`config.mk`:
```
export PLATFORM = sky130hd
export DESIGN_NAME = sh_ram_loader
export DESIGN_NICKNAME = d
export VERILOG_FILES = /design/src/rtl/bicycle_pkg.sv /design/src/rtl/bin2bcd5_seq.sv /design/src/rtl/sh_ram_loader.sv
export SDC_FILE = /design/constraint.sdc
export NUM_CORES = 1
export LEC_CHECK = 0
export CAP_MARGIN = 15
export CORE_AREA = 2 2 118 120
export CTS_CLUSTER_SIZE = 24
export DETAILED_ROUTE_END_ITERATION = 16
export DIE_AREA = 0 0 120 122
export DONT_BUFFER_PORTS = 1
export GPL_TIMING_DRIVEN = 1
export PLACE_DENSITY_LB_ADDON = 0.3
export SYNTH_ARGS = -nofsm -noshare
export SYNTH_HDL_FRONTEND = slang
export SYNTH_HIERARCHICAL = 1
export SYNTH_SLANG_ARGS = --single-unit
```
`constraint.sdc`:
```
create_clock -name clk -period 2.46 [get_ports clk]
set_input_delay 0.246 -clock clk [delete_from_list [all_inputs] [get_ports clk]]
set_output_delay 0.246 -clock clk [all_outputs]
set_load 0.05 [all_outputs]
```
`src/rtl/bicycle_pkg.sv`:
```
// Shared definitions for the two-field digit display loader.
// Holds digit counts, the blank code, field/BCD widths and the loader FSM
// state encoding used by sh_ram_loader and bin2bcd5_seq.
package bicycle_pkg;

  localparam int         NUM_DIGITS   = 10;
  localparam int         FIELD_DIGITS = 5;
  localparam logic [3:0] DIGIT_BLANK  = 4'hF;
  localparam int         VAL_W        = 17;
  localparam int         BCD_W        = 4 * FIELD_DIGITS;
  localparam int         SHIFT_BITS   = 17;

  typedef enum logic [2:0] {
    IDLE    = 3'd0,
    LOAD_A  = 3'd1,
    SHIFT_A = 3'd2,
    STORE_A = 3'd3,
    LOAD_B  = 3'd4,
    SHIFT_B = 3'd5,
    STORE_B = 3'd6
  } state_t;

endpackage

```
`src/rtl/bin2bcd5_seq.sv`:
```
// Sequential 17-bit binary to 5-digit BCD converter (shift-add-3, MSB first,
// one bit per run cycle).
// Ports:
//   clk, rst_n  clock, asynchronous active-low reset
//   load        capture bin and clear the BCD accumulator
//   run         perform one shift step (ignored once all bits are consumed)
//   bin         binary input (must be <= 99999 to fit five digits)
//   bcd         packed digits, most significant digit in bcd[19:16]
//   ready       all 17 bits have been shifted in, bcd is final
module bin2bcd5_seq
  import bicycle_pkg::*;
(
  input  logic             clk,
  input  logic             rst_n,
  input  logic             load,
  input  logic             run,
  input  logic [VAL_W-1:0] bin,
  output logic [BCD_W-1:0] bcd,
  output logic             ready
);

  logic [VAL_W-1:0] sr;
  logic [4:0]       cnt;
  logic [BCD_W-1:0] adj;

  function automatic logic [BCD_W-1:0] add3_digits(input logic [BCD_W-1:0] d);
    logic [BCD_W-1:0] r;
    r = d;
    for (int i = 0; i < FIELD_DIGITS; i++) begin
      if (d[4*i +: 4] >= 4'd5) r[4*i +: 4] = d[4*i +: 4] + 4'd3;
    end
    return r;
  endfunction

  assign adj   = add3_digits(bcd);
  assign ready = (cnt == 5'(SHIFT_BITS));

  always_ff @(posedge clk or negedge rst_n) begin
    if (!rst_n) begin
      sr  <= '0;
      bcd <= '0;
      cnt <= '0;
    end else if (load) begin
      sr  <= bin;
      bcd <= '0;
      cnt <= '0;
    end else if (run && !ready) begin
      bcd <= {adj[BCD_W-2:0], sr[VAL_W-1]};
      sr  <= {sr[VAL_W-2:0], 1'b0};
      cnt <= cnt + 5'd1;
    end
  end

endmodule

```
`src/rtl/sh_ram_loader.sv`:
```
// Converts two binary fields to BCD and publishes them atomically into a
// 10-digit display register file (digits 0-4 field A, 5-9 field B).
// Ports:
//   clk, rst_n        clock, asynchronous active-low reset
//   start             one-cycle request; accepted only in IDLE
//   value_a, value_b  binary field values, clamped to SAT_MAX at capture
//   rd_addr, rd_data  combinational display read; addresses 10-15 read 0
//   busy              high while a conversion is running
//   done              one-cycle pulse on the cycle new digits become visible
module sh_ram_loader
  import bicycle_pkg::*;
#(
  parameter bit               BLANK_LZ = 1'b1,
  parameter logic [VAL_W-1:0] SAT_MAX  = 17'd99999
) (
  input  logic             clk,
  input  logic             rst_n,
  input  logic             start,
  input  logic [VAL_W-1:0] value_a,
  input  logic [VAL_W-1:0] value_b,
  input  logic [3:0]       rd_addr,
  output logic [3:0]       rd_data,
  output logic             busy,
  output logic             done
);

  state_t           state;
  logic [4:0]       shift_cnt;
  logic [VAL_W-1:0] a_cap;
  logic [VAL_W-1:0] b_cap;
  logic [3:0]       stage [NUM_DIGITS];
  logic [3:0]       disp  [NUM_DIGITS];

  logic             conv_load;
  logic             conv_run;
  logic             conv_ready;
  logic [VAL_W-1:0] conv_bin;
  logic [BCD_W-1:0] conv_bcd;
  logic [BCD_W-1:0] blank_a;
  logic [BCD_W-1:0] blank_b;

  function automatic logic [VAL_W-1:0] sat_field(input logic [VAL_W-1:0] v);
    return (v > SAT_MAX) ? SAT_MAX : v;
  endfunction

  // Replace a run of leading zeros with the blank code, examining only the
  // first n digits (the field's least significant digits always stay).
  function automatic logic [BCD_W-1:0] blank_lead(input logic [BCD_W-1:0] d, input int n);
    logic [BCD_W-1:0] r;
    logic             lead;
    r    = d;
    lead = 1'b1;
    for (int i = 0; i < FIELD_DIGITS - 1; i++) begin
      if (i < n) begin
        lead = lead && (d[BCD_W-1-4*i -: 4] == 4'd0);
        if (lead && BLANK_LZ) r[BCD_W-1-4*i -: 4] = DIGIT_BLANK;
      end
    end
    return r;
  endfunction

  assign conv_load = (state == LOAD_A) || (state == LOAD_B);
  assign conv_run  = (state == SHIFT_A) || (state == SHIFT_B);
  assign conv_bin  = (state == LOAD_B) ? b_cap : a_cap;
  assign blank_a   = blank_lead(conv_bcd, 4);
  assign blank_b   = blank_lead(conv_bcd, 2);

  bin2bcd5_seq u_conv (
    .clk   (clk),
    .rst_n (rst_n),
    .load  (conv_load),
    .run   (conv_run),
    .bin   (conv_bin),
    .bcd   (conv_bcd),
    .ready (conv_ready)
  );

  always_comb begin
    rd_data = 4'h0;
    if (rd_addr < 4'(NUM_DIGITS)) rd_data = disp[rd_addr];
  end

  always_ff @(posedge clk or negedge rst_n) begin
    if (!rst_n) begin
      state     <= IDLE;
      shift_cnt <= '0;
      busy      <= 1'b0;
      done      <= 1'b0;
      a_cap     <= '0;
      b_cap     <= '0;
      for (int i = 0; i < NUM_DIGITS; i++) begin
        stage[i] <= 4'h0;
        disp[i]  <= 4'h0;
      end
    end else begin
      done <= 1'b0;
      case (state)
        IDLE: begin
          if (start) begin
            a_cap <= sat_field(value_a);
            b_cap <= sat_field(value_b);
            busy  <= 1'b1;
            state <= LOAD_A;
          end
        end
        LOAD_A: begin
          shift_cnt <= '0;
          state     <= SHIFT_A;
        end
        SHIFT_A: begin
          if (shift_cnt == 5'(SHIFT_BITS - 1)) begin
            shift_cnt <= '0;
            state     <= STORE_A;
          end else begin
            shift_cnt <= shift_cnt + 5'd1;
          end
        end
        STORE_A: begin
          if (conv_ready) begin
            for (int i = 0; i < FIELD_DIGITS; i++)
              stage[i] <= blank_a[BCD_W-1-4*i -: 4];
          end
          state <= LOAD_B;
        end
        LOAD_B: begin
          shift_cnt <= '0;
          state     <= SHIFT_B;
        end
        SHIFT_B: begin
          if (shift_cnt == 5'(SHIFT_BITS - 1)) begin
            shift_cnt <= '0;
            state     <= STORE_B;
          end else begin
            shift_cnt <= shift_cnt + 5'd1;
          end
        end
        STORE_B: begin
          // Field B goes into staging and, together with staged field A,
          // into the display on the same edge so readers never see a mix.
          if (conv_ready) begin
            for (int i = 0; i < FIELD_DIGITS; i++) begin
              stage[FIELD_DIGITS+i] <= blank_b[BCD_W-1-4*i -: 4];
              disp[i]               <= stage[i];
              disp[FIELD_DIGITS+i]  <= blank_b[BCD_W-1-4*i -: 4];
            end
          end
          done  <= 1'b1;
          busy  <= 1'b0;
          state <= IDLE;
        end
        default: begin
          busy  <= 1'b0;
          state <= IDLE;
        end
      endcase
    end
  end

endmodule
```
==> metrics, run 1 <==
Yosys reg bits 146; leak pwr 3.615 nW; dpl cells 857; r2r startpoint state[2]$_DFFE_PN0P_; r2r setup slk 220 ps; antenna-violating nets left 0; Fmax 0.4461 GHz; routability cong. 0.7451; peak supply drop 0.6766 mV; CP Capture Type flip-flop; post-synth top area share 50.55%; leading cell type in the layout, fill and taps excluded dfrtp_1; Post-CTS Setup Bufs 0; final net count 785; HPWL after DPL 9655 um; Final setup violation count 0; Worst Reg-to-Reg Cells 5; r2r endpoint u_conv/sr[2]$_DFFE_PN0P_; Pre-antenna DRT Iters 5; Min Hold Slack -472.3 ps; crit share post-route 91.13%; vias in the first global route 5331; Detailed Route Iter0 Violations 422; Die Height 122 um; first-pass GRT wire length 25600 um; Via density 5.664; Layout Cells excl Fill 923; area taken by multi-input logic gates 3289 um2; ANT cells 0; Synth warnings 6; clk_lat worst skew 420 ps; DR DRC count 0; Fillers 1082; Synth cell types 64; crit path launch type flip-flop; Post-synth EDFFs 0; total track usage 21.99%; antenna violations before repair 0; Synth area leader dfrtp_1; die area 14640 um2; power density cells 1145 nW/um2; Avg Synthesized Cell Area 10.25 um2; H-Tree Depth 4; Tightest Pin Transition 871.0 ps; layout cells sized above 1 12.79%; Syn Nets 760; core footprint 13500 um2; post-synthesis sequential area ratio 50.55%; largest net degree at the start of global routing 147; drt wl/cell 16.21 um; Util after Layout 61.28%; overall power 9.478 mW; crit path DAT 2530 ps; fin crit period 2242 ps; RSZ-0062 raised after global routing false; hold-fix buffer count after cts 34; post-synthesis cell area 7228 um2; ranking of synthesized cells by area dfrtp_1, nand2_1, mux2_2; most frequent cells in the layout dfrtp_1, nand2_1, nand3_1, nor2_1, mux2_2; HP Class primary input to async pin; I/O pins 47; clock root buffer clkbuf_16; register area 3654 um2; failing checks negative hold slack; clock tree buffer depth 2; Fin Setup TNS 0 ps; max cap viols 0; CTS tree done; die width 120 um; status finished with violations; num rows 43; type of the worst setup path flip-flop to flip-flop; DR vias 5228; Final Max Slew Viols 0; post_cts resized 0; Post-Syn Instances 705; clock buffer count from CTS 17; Initial Utilization 53.53%; skew final 6.345 ps; critical path fanouts, max 34; clock sink total 146; global route overflow 0; max_slew headroom 41.93%; Post-synth top flop dfrtp_1; Reg clk slew, reported paths 60 ps; WL final 14960 um; PortBufs 0; WP data required 2740 ps; final hold vios 146; Area Growth Syn to Fin 14.49%; share of flip-flops with an asynchronous set or reset 100.0%
worst max path at each step:
stage | startpoint | end | slack [ps] | cells past startpoint
after floorplan | state[0]$_DFFE_PN0P_ | u_conv/sr[10]$_DFFE_PN0P_ | 520 | 8
final | state[2]$_DFFE_PN0P_ | u_conv/sr[2]$_DFFE_PN0P_ | 220 | 5
after global routing | state[2]$_DFFE_PN0P_ | u_conv/sr[1]$_DFFE_PN0P_ | 80 | 5
after global placement | state[2]$_DFFE_PN0P_ | u_conv/sr[2]$_DFFE_PN0P_ | 310 | 5
after CTS | state[2]$_DFFE_PN0P_ | u_conv/sr[9]$_DFFE_PN0P_ | 240 | 5
after detailed placement | state[2]$_DFFE_PN0P_ | u_conv/sr[9]$_DFFE_PN0P_ | 240 | 5
flip-flops by register name, summed over array words and instances, names as in the netlist:
| signal | count |
|---|---|
| state | 3 |
| u_conv/bcd | 20 |
| busy | 1 |
| b_cap | 17 |
| a_cap | 17 |
| disp | 40 |
| u_conv/sr | 17 |
| stage | 20 |
| shift_cnt | 5 |
| done | 1 |
| u_conv/cnt | 5 |
Yosys cell counts, drive strengths merged (3+ instances only):
library cell,instances
mux2i,17
o2111ai,3
nand2,143
a211o,3
or4,3
clkbuf,13
nand4,8
a211oi,11
o22a,4
nand3,44
dfrtp,146
o41ai,3
nor4,5
ha,14
nor2,37
xnor2,3
mux4,4
nor3b,7
o211ai,3
inv,20
o21ai,54
a21boi,7
nor3,3
a22oi,5
buf,25
mux2,64
nand2b,8
xor2,3
and2,6
a21oi,17
critical path, cell delays in order, from the launching register on:
cell,delay [ps]
dfrtp_1,520
or3b_1,510
o21ai_2,200
and2_4,540
mux2i_1,240
o21ai_0,90
through the flow:
stage	cell area (um2)	setup WS [ps]
floorplan	7228	521.1
global placement	7331	314.9
detailed placement	7331	237.3
CTS	8275	235.6
global route	8275	77.19
finish	8275	218.1
report_power, final:
group / total, mW / switching, mW / internal, mW / leakage, nW
Combinational: 3.22 / 1.88 / 1.34 / 1.59
Clock: 2.60 / 1.04 / 1.56 / 0.283
Sequential: 3.66 / 0.611 / 3.05 / 1.74
layer usage:
layer,share of wire (%),global-route usage (%),vias up
li1,-,-,2524
met1,45,29.02,2563
met2,49,36.29,127
met3,4.2,4.494,14
met4,1.4,7.721,0
met5,0,0,-
logic make-up after synthesis:
family          count (synthesis)  synth area share, %
simple gates                  275                17.99
flops                         146                50.55
compound gates                121                10.65
mux                            85                13.57
buf+inv                        58                4.102
fa+ha+maj                      14                2.423
xor+xnor                        6               0.7272
cell type report:
type	count	share of cell area (%)
Sequential cell	146	44.15
Multi-Input combinational cell	501	39.75
Clock buffer	19	5.473
Timing Repair Buffer	44	5.171
Tap cell	180	2.721
Clock inverter	13	1.829
Inverter	20	0.9072
No activity file was read; power rests on OpenSTA's default activity.
==> run 2: changes to the inputs <==
- CTS_BUF_LIST: not set -> sky130_fd_sc_hd__clkbuf_8
==> metrics, run 2 (synthesis results as in run 1) <==
clock sink total 146; Via density 5.657; HPWL after DPL 9655 um; PortBufs 0; M1 wire length 6697 um; clock buffer count from CTS 17; max incr delay on CP 540 ps; Slowest-stage cell, CP and2_4; WP data required 2790 ps; type of the worst setup path flip-flop to flip-flop; Post-CTS Setup Bufs 0; metal3 WL 599 um; DR DRC count 0; max cap viols 0; WL met2 7289 um; Die Height 122 um; Fmax 0.4446 GHz; total track usage 21.90%; crit path DAT 2580 ps; Fillers 1110; post_cts resized 0; global route overflow 0; r2r setup slk 210 ps; die width 120 um; worst-path cell chain or3b_1 -> o21ai_2 -> and2_4 -> mux2i_1 -> o21ai_1; final worst slack 210.6 ps; CTS tree done; Final setup violation count 0; drt wl/cell 16.03 um; DR vias 5221; clock tree buffer depth 2; Reg clk slew, reported paths 80 ps; clk_lat worst skew 450 ps; CP Capture Type flip-flop; Fin Setup TNS 0 ps; first-pass GRT wire length 25450 um; max_slew headroom 41.40%; status finished with violations; WL final 14790 um; die area 14640 um2; power density cells 1087 nW/um2; biggest regs disp: 40 flops, stage: 20 flops, u_conv/bcd: 20 flops; Area Growth Syn to Fin 11.84%; largest register by flop count disp; most frequent cells in the layout dfrtp_1, nand2_1, nand3_1, nor2_1, mux2_2; overall power 8.790 mW; antenna violations before repair 0; RSZ-0062 raised after global routing false; HP Class primary input to async pin; routability cong. 0.7451; failing checks negative hold slack; skew final 10.08 ps; critical path fanouts, max 34; final hold vios 146; Cell Area, Placed 7331 um2; pre-CTS setup slack 237.3 ps; Tightest Pin Transition 879.0 ps; Finished Cell Area 8084 um2; ANT cells 0; r2r endpoint u_conv/sr[9]$_DFFE_PN0P_; leak pwr 3.528 nW; Initial Utilization 53.53%; dpl cells 857; num rows 43; Final Max Slew Viols 0; crit path launch type flip-flop; crit share post-route 91.44%; hold-fix buffer count after cts 34; core footprint 13500 um2; Layout Cells excl Fill 923; H-Tree Depth 4; layout cells sized above 1 12.79%; Min Hold Slack -511.8 ps; final net count 785; uppermost layer routed met4; Worst Reg-to-Reg Cells 5; Pre-antenna DRT Iters 5; Util after Layout 59.86%; peak supply drop 0.7555 mV; I/O pins 47; clock root buffer clkbuf_8; Detailed Route Iter0 Violations 337; largest net degree at the start of global routing 147; r2r startpoint state[2]$_DFFE_PN0P_; Largest register FFs 40; fin crit period 2249 ps; leading cell type in the layout, fill and taps excluded dfrtp_1; vias in the first global route 5291; antenna-violating nets left 0
run 2: cell counts in the layout (fill, tap and decap cells not counted):
Identical to the previous run, type by type.
run 2: power by group:
group | total, mW | internal [mW] | switching [mW]
Combinational | 3.21 | 1.34 | 1.87
Clock | 1.92 | 0.971 | 0.952
Sequential | 3.66 | 3.05 | 0.613
Total | 8.79 | 5.36 | 3.43
run 2: final cells by class:
type / count / area [um2] / area share, %
multi-input combinational: 501 / 3289 / 40.69
tap: 180 / 225.2 / 2.786
inverter: 20 / 75.07 / 0.9286
clock buffer: 19 / 261.5 / 3.235
timing repair buffer: 44 / 427.9 / 5.293
sequential: 146 / 3654 / 45.19
clock inverter: 13 / 151.4 / 1.873
run 2: how the worst max path moves through the flow:
stage / startpoint / end / cells after the start
global route: state[2]$_DFFE_PN0P_ / u_conv/sr[1]$_DFFE_PN0P_ / 5
floorplan: state[0]$_DFFE_PN0P_ / u_conv/sr[10]$_DFFE_PN0P_ / 8
detailed placement: state[2]$_DFFE_PN0P_ / u_conv/sr[9]$_DFFE_PN0P_ / 5
global placement: state[2]$_DFFE_PN0P_ / u_conv/sr[2]$_DFFE_PN0P_ / 5
CTS: state[2]$_DFFE_PN0P_ / u_conv/sr[9]$_DFFE_PN0P_ / 5
finish: state[2]$_DFFE_PN0P_ / u_conv/sr[9]$_DFFE_PN0P_ / 5
run 2: worst max-delay path: cells and delay by family, from the launching register on:
kind | cells | cell delay, ps
flip-flops | 1 | 530
multiplexers | 1 | 260
AND/OR/NAND/NOR | 2 | 1050
AO/OA/AOI/OAI | 2 | 290
run 2: routing by layer:
| metal | vias to the layer above | GRT usage [%] |
|---|---|---|
| li1 | 2519 | - |
| met1 | 2564 | 28.84 |
| met2 | 122 | 36.12 |
| met3 | 16 | 4.775 |
| met4 | 0 | 7.426 |
| met5 | - | 0 |
==> run 3: changes to the inputs <==
- CORE_AREA: 2 2 118 120 -> 2 2 151 94
- DIE_AREA: 0 0 120 122 -> 0 0 153 96
==> metrics, run 3 (synthesis results as in run 1) <==
RSZ-0062 raised after global routing true; DR vias 5371; Area Growth Syn to Fin 11.75%; hold-fix buffer count after cts 34; HP Class primary input to async pin; skew final 14.24 ps; critical path fanouts, max 34; crit share post-route 95.03%; CP Capture Type flip-flop; total track usage 23.63%; status finished with violations; Final Max Slew Viols 0; Largest register FFs 40; H-Tree Depth 4; worst path bufs/invs 0; final hold vios 146; core footprint 13340 um2; Via density 5.857; ANT cells 0; fin crit period 2338 ps; Detailed Route Iter0 Violations 367; peak supply drop 0.5401 mV; Min Hold Slack -532.2 ps; global route overflow 0; clock sink total 146; failing checks negative hold slack; vias in the first global route 5333; Tightest Pin Transition 905.0 ps; first-pass GRT wire length 27210 um; routability cong. 0.7965; type of the worst setup path flip-flop to flip-flop; area taken by multi-input logic gates 3289 um2; drt wl/cell 17.69 um; leading cell type in the layout, fill and taps excluded dfrtp_1; crit path DAT 2670 ps; power density cells 1111 nW/um2; max_slew headroom 39.67%; final net count 784; largest net degree at the start of global routing 147; CTS tree done; Reg clk slew, reported paths 90 ps; crit path launch type flip-flop; post_cts resized 0; Initial Utilization 54.20%; max incr delay on CP 560 ps; die width 153 um; layout cells sized above 1 12.40%; overall power 8.978 mW; die area 14690 um2; r2r startpoint state[2]$_DFFE_PN0P_; clk_lat worst skew 460 ps; largest register by flop count disp; Post-CTS Setup Bufs 0; HPWL after DPL 10530 um; clock tree buffer depth 2; Fillers 1038; Critical path origin state[2]$_DFFE_PN0P_; CP top delay family simple AND/OR/NAND/NOR gates; antenna violations before repair 0; Fmax 0.4278 GHz; clock buffer count from CTS 17; Slowest-stage cell, CP and2_4; WP data required 2800 ps; max cap viols 0; Pre-antenna DRT Iters 5; most frequent cells in the layout dfrtp_1, nand2_1, nand3_1, nor2_1, mux2_2; Final setup violation count 0; Fin Setup TNS 0 ps; worst-path cell chain or3b_1 -> o21ai_2 -> and2_4 -> mux2i_1 -> o21ai_1; antenna-violating nets left 0; leak pwr 3.535 nW; register area 3654 um2; Die Height 96 um; PortBufs 0; I/O pins 47; WL final 16220 um; clock root buffer clkbuf_8; DR DRC count 0; biggest regs disp: 40 flops, stage: 20 flops, u_conv/bcd: 20 flops; num rows 33
==> run 3: layout make-up <==
type / count / area share, %
clock inverter: 13 / 1.967
sequential: 146 / 45.23
clock buffer: 19 / 3.237
tap: 175 / 2.711
timing repair buffer: 43 / 5.204
multi-input combinational: 501 / 40.72
inverter: 20 / 0.9294
==> run 3: where the power goes <==
part	internal, mW	leakage (nW)	switching, mW	total [mW]
Clock	1.06	0.208	0.950	2.01
Combinational	1.36	1.59	1.93	3.29
Sequential	3.05	1.74	0.640	3.69
==> run 3: worst register-to-register path, stage by stage (launching register included) <==
cell,delay [ps]
dfrtp_1,520
or3b_1,510
o21ai_2,220
and2_4,560
mux2i_1,330
o21ai_1,90
==> run 3: final timing paths <==
check	slack (ps)	endpoint	cells after the start
hold / removal	-530	b_cap[4]$_DFFE_PN0P_	0
min in group clk	50	state[0]$_DFFE_PN0P_	2
max in group asynchronous	2790	u_conv/bcd[4]$_DFFE_PN0P_	0
setup / recovery	120	u_conv/sr[11]$_DFFE_PN0P_	5
hold reg to reg	470	b_cap[13]$_DFFE_PN0P_	2
setup reg to reg	120	u_conv/sr[11]$_DFFE_PN0P_	5
==> run 3: routing by layer <==
metal  wire (um)  share of wire, %  vias to the layer above  global-route usage (%)
li1            -                 -                     2507                       -
met5           0                 0                        -                       0
met2        7490                46                      132                   37.86
met1        7753                48                     2700                   32.36
met3         686               4.2                       32                   5.133
met4         290               1.8                        0                   8.488
==> run 3: stage by stage <==
stage | utilization [%] | cells | worst slack [ps] | instance area, um2
2_1_floorplan | - | 705 | 521.1 | 7228
3_3_place_gp | 54.86 | 851 | 313.7 | 7317
3_5_place_dp | 54.86 | 851 | 195.5 | 7317
4_1_cts | 60.57 | 917 | 197.2 | 8078
5_1_grt | 60.57 | 917 | -2.135 | 8078
6_report | 60.57 | 917 | 122.4 | 8078
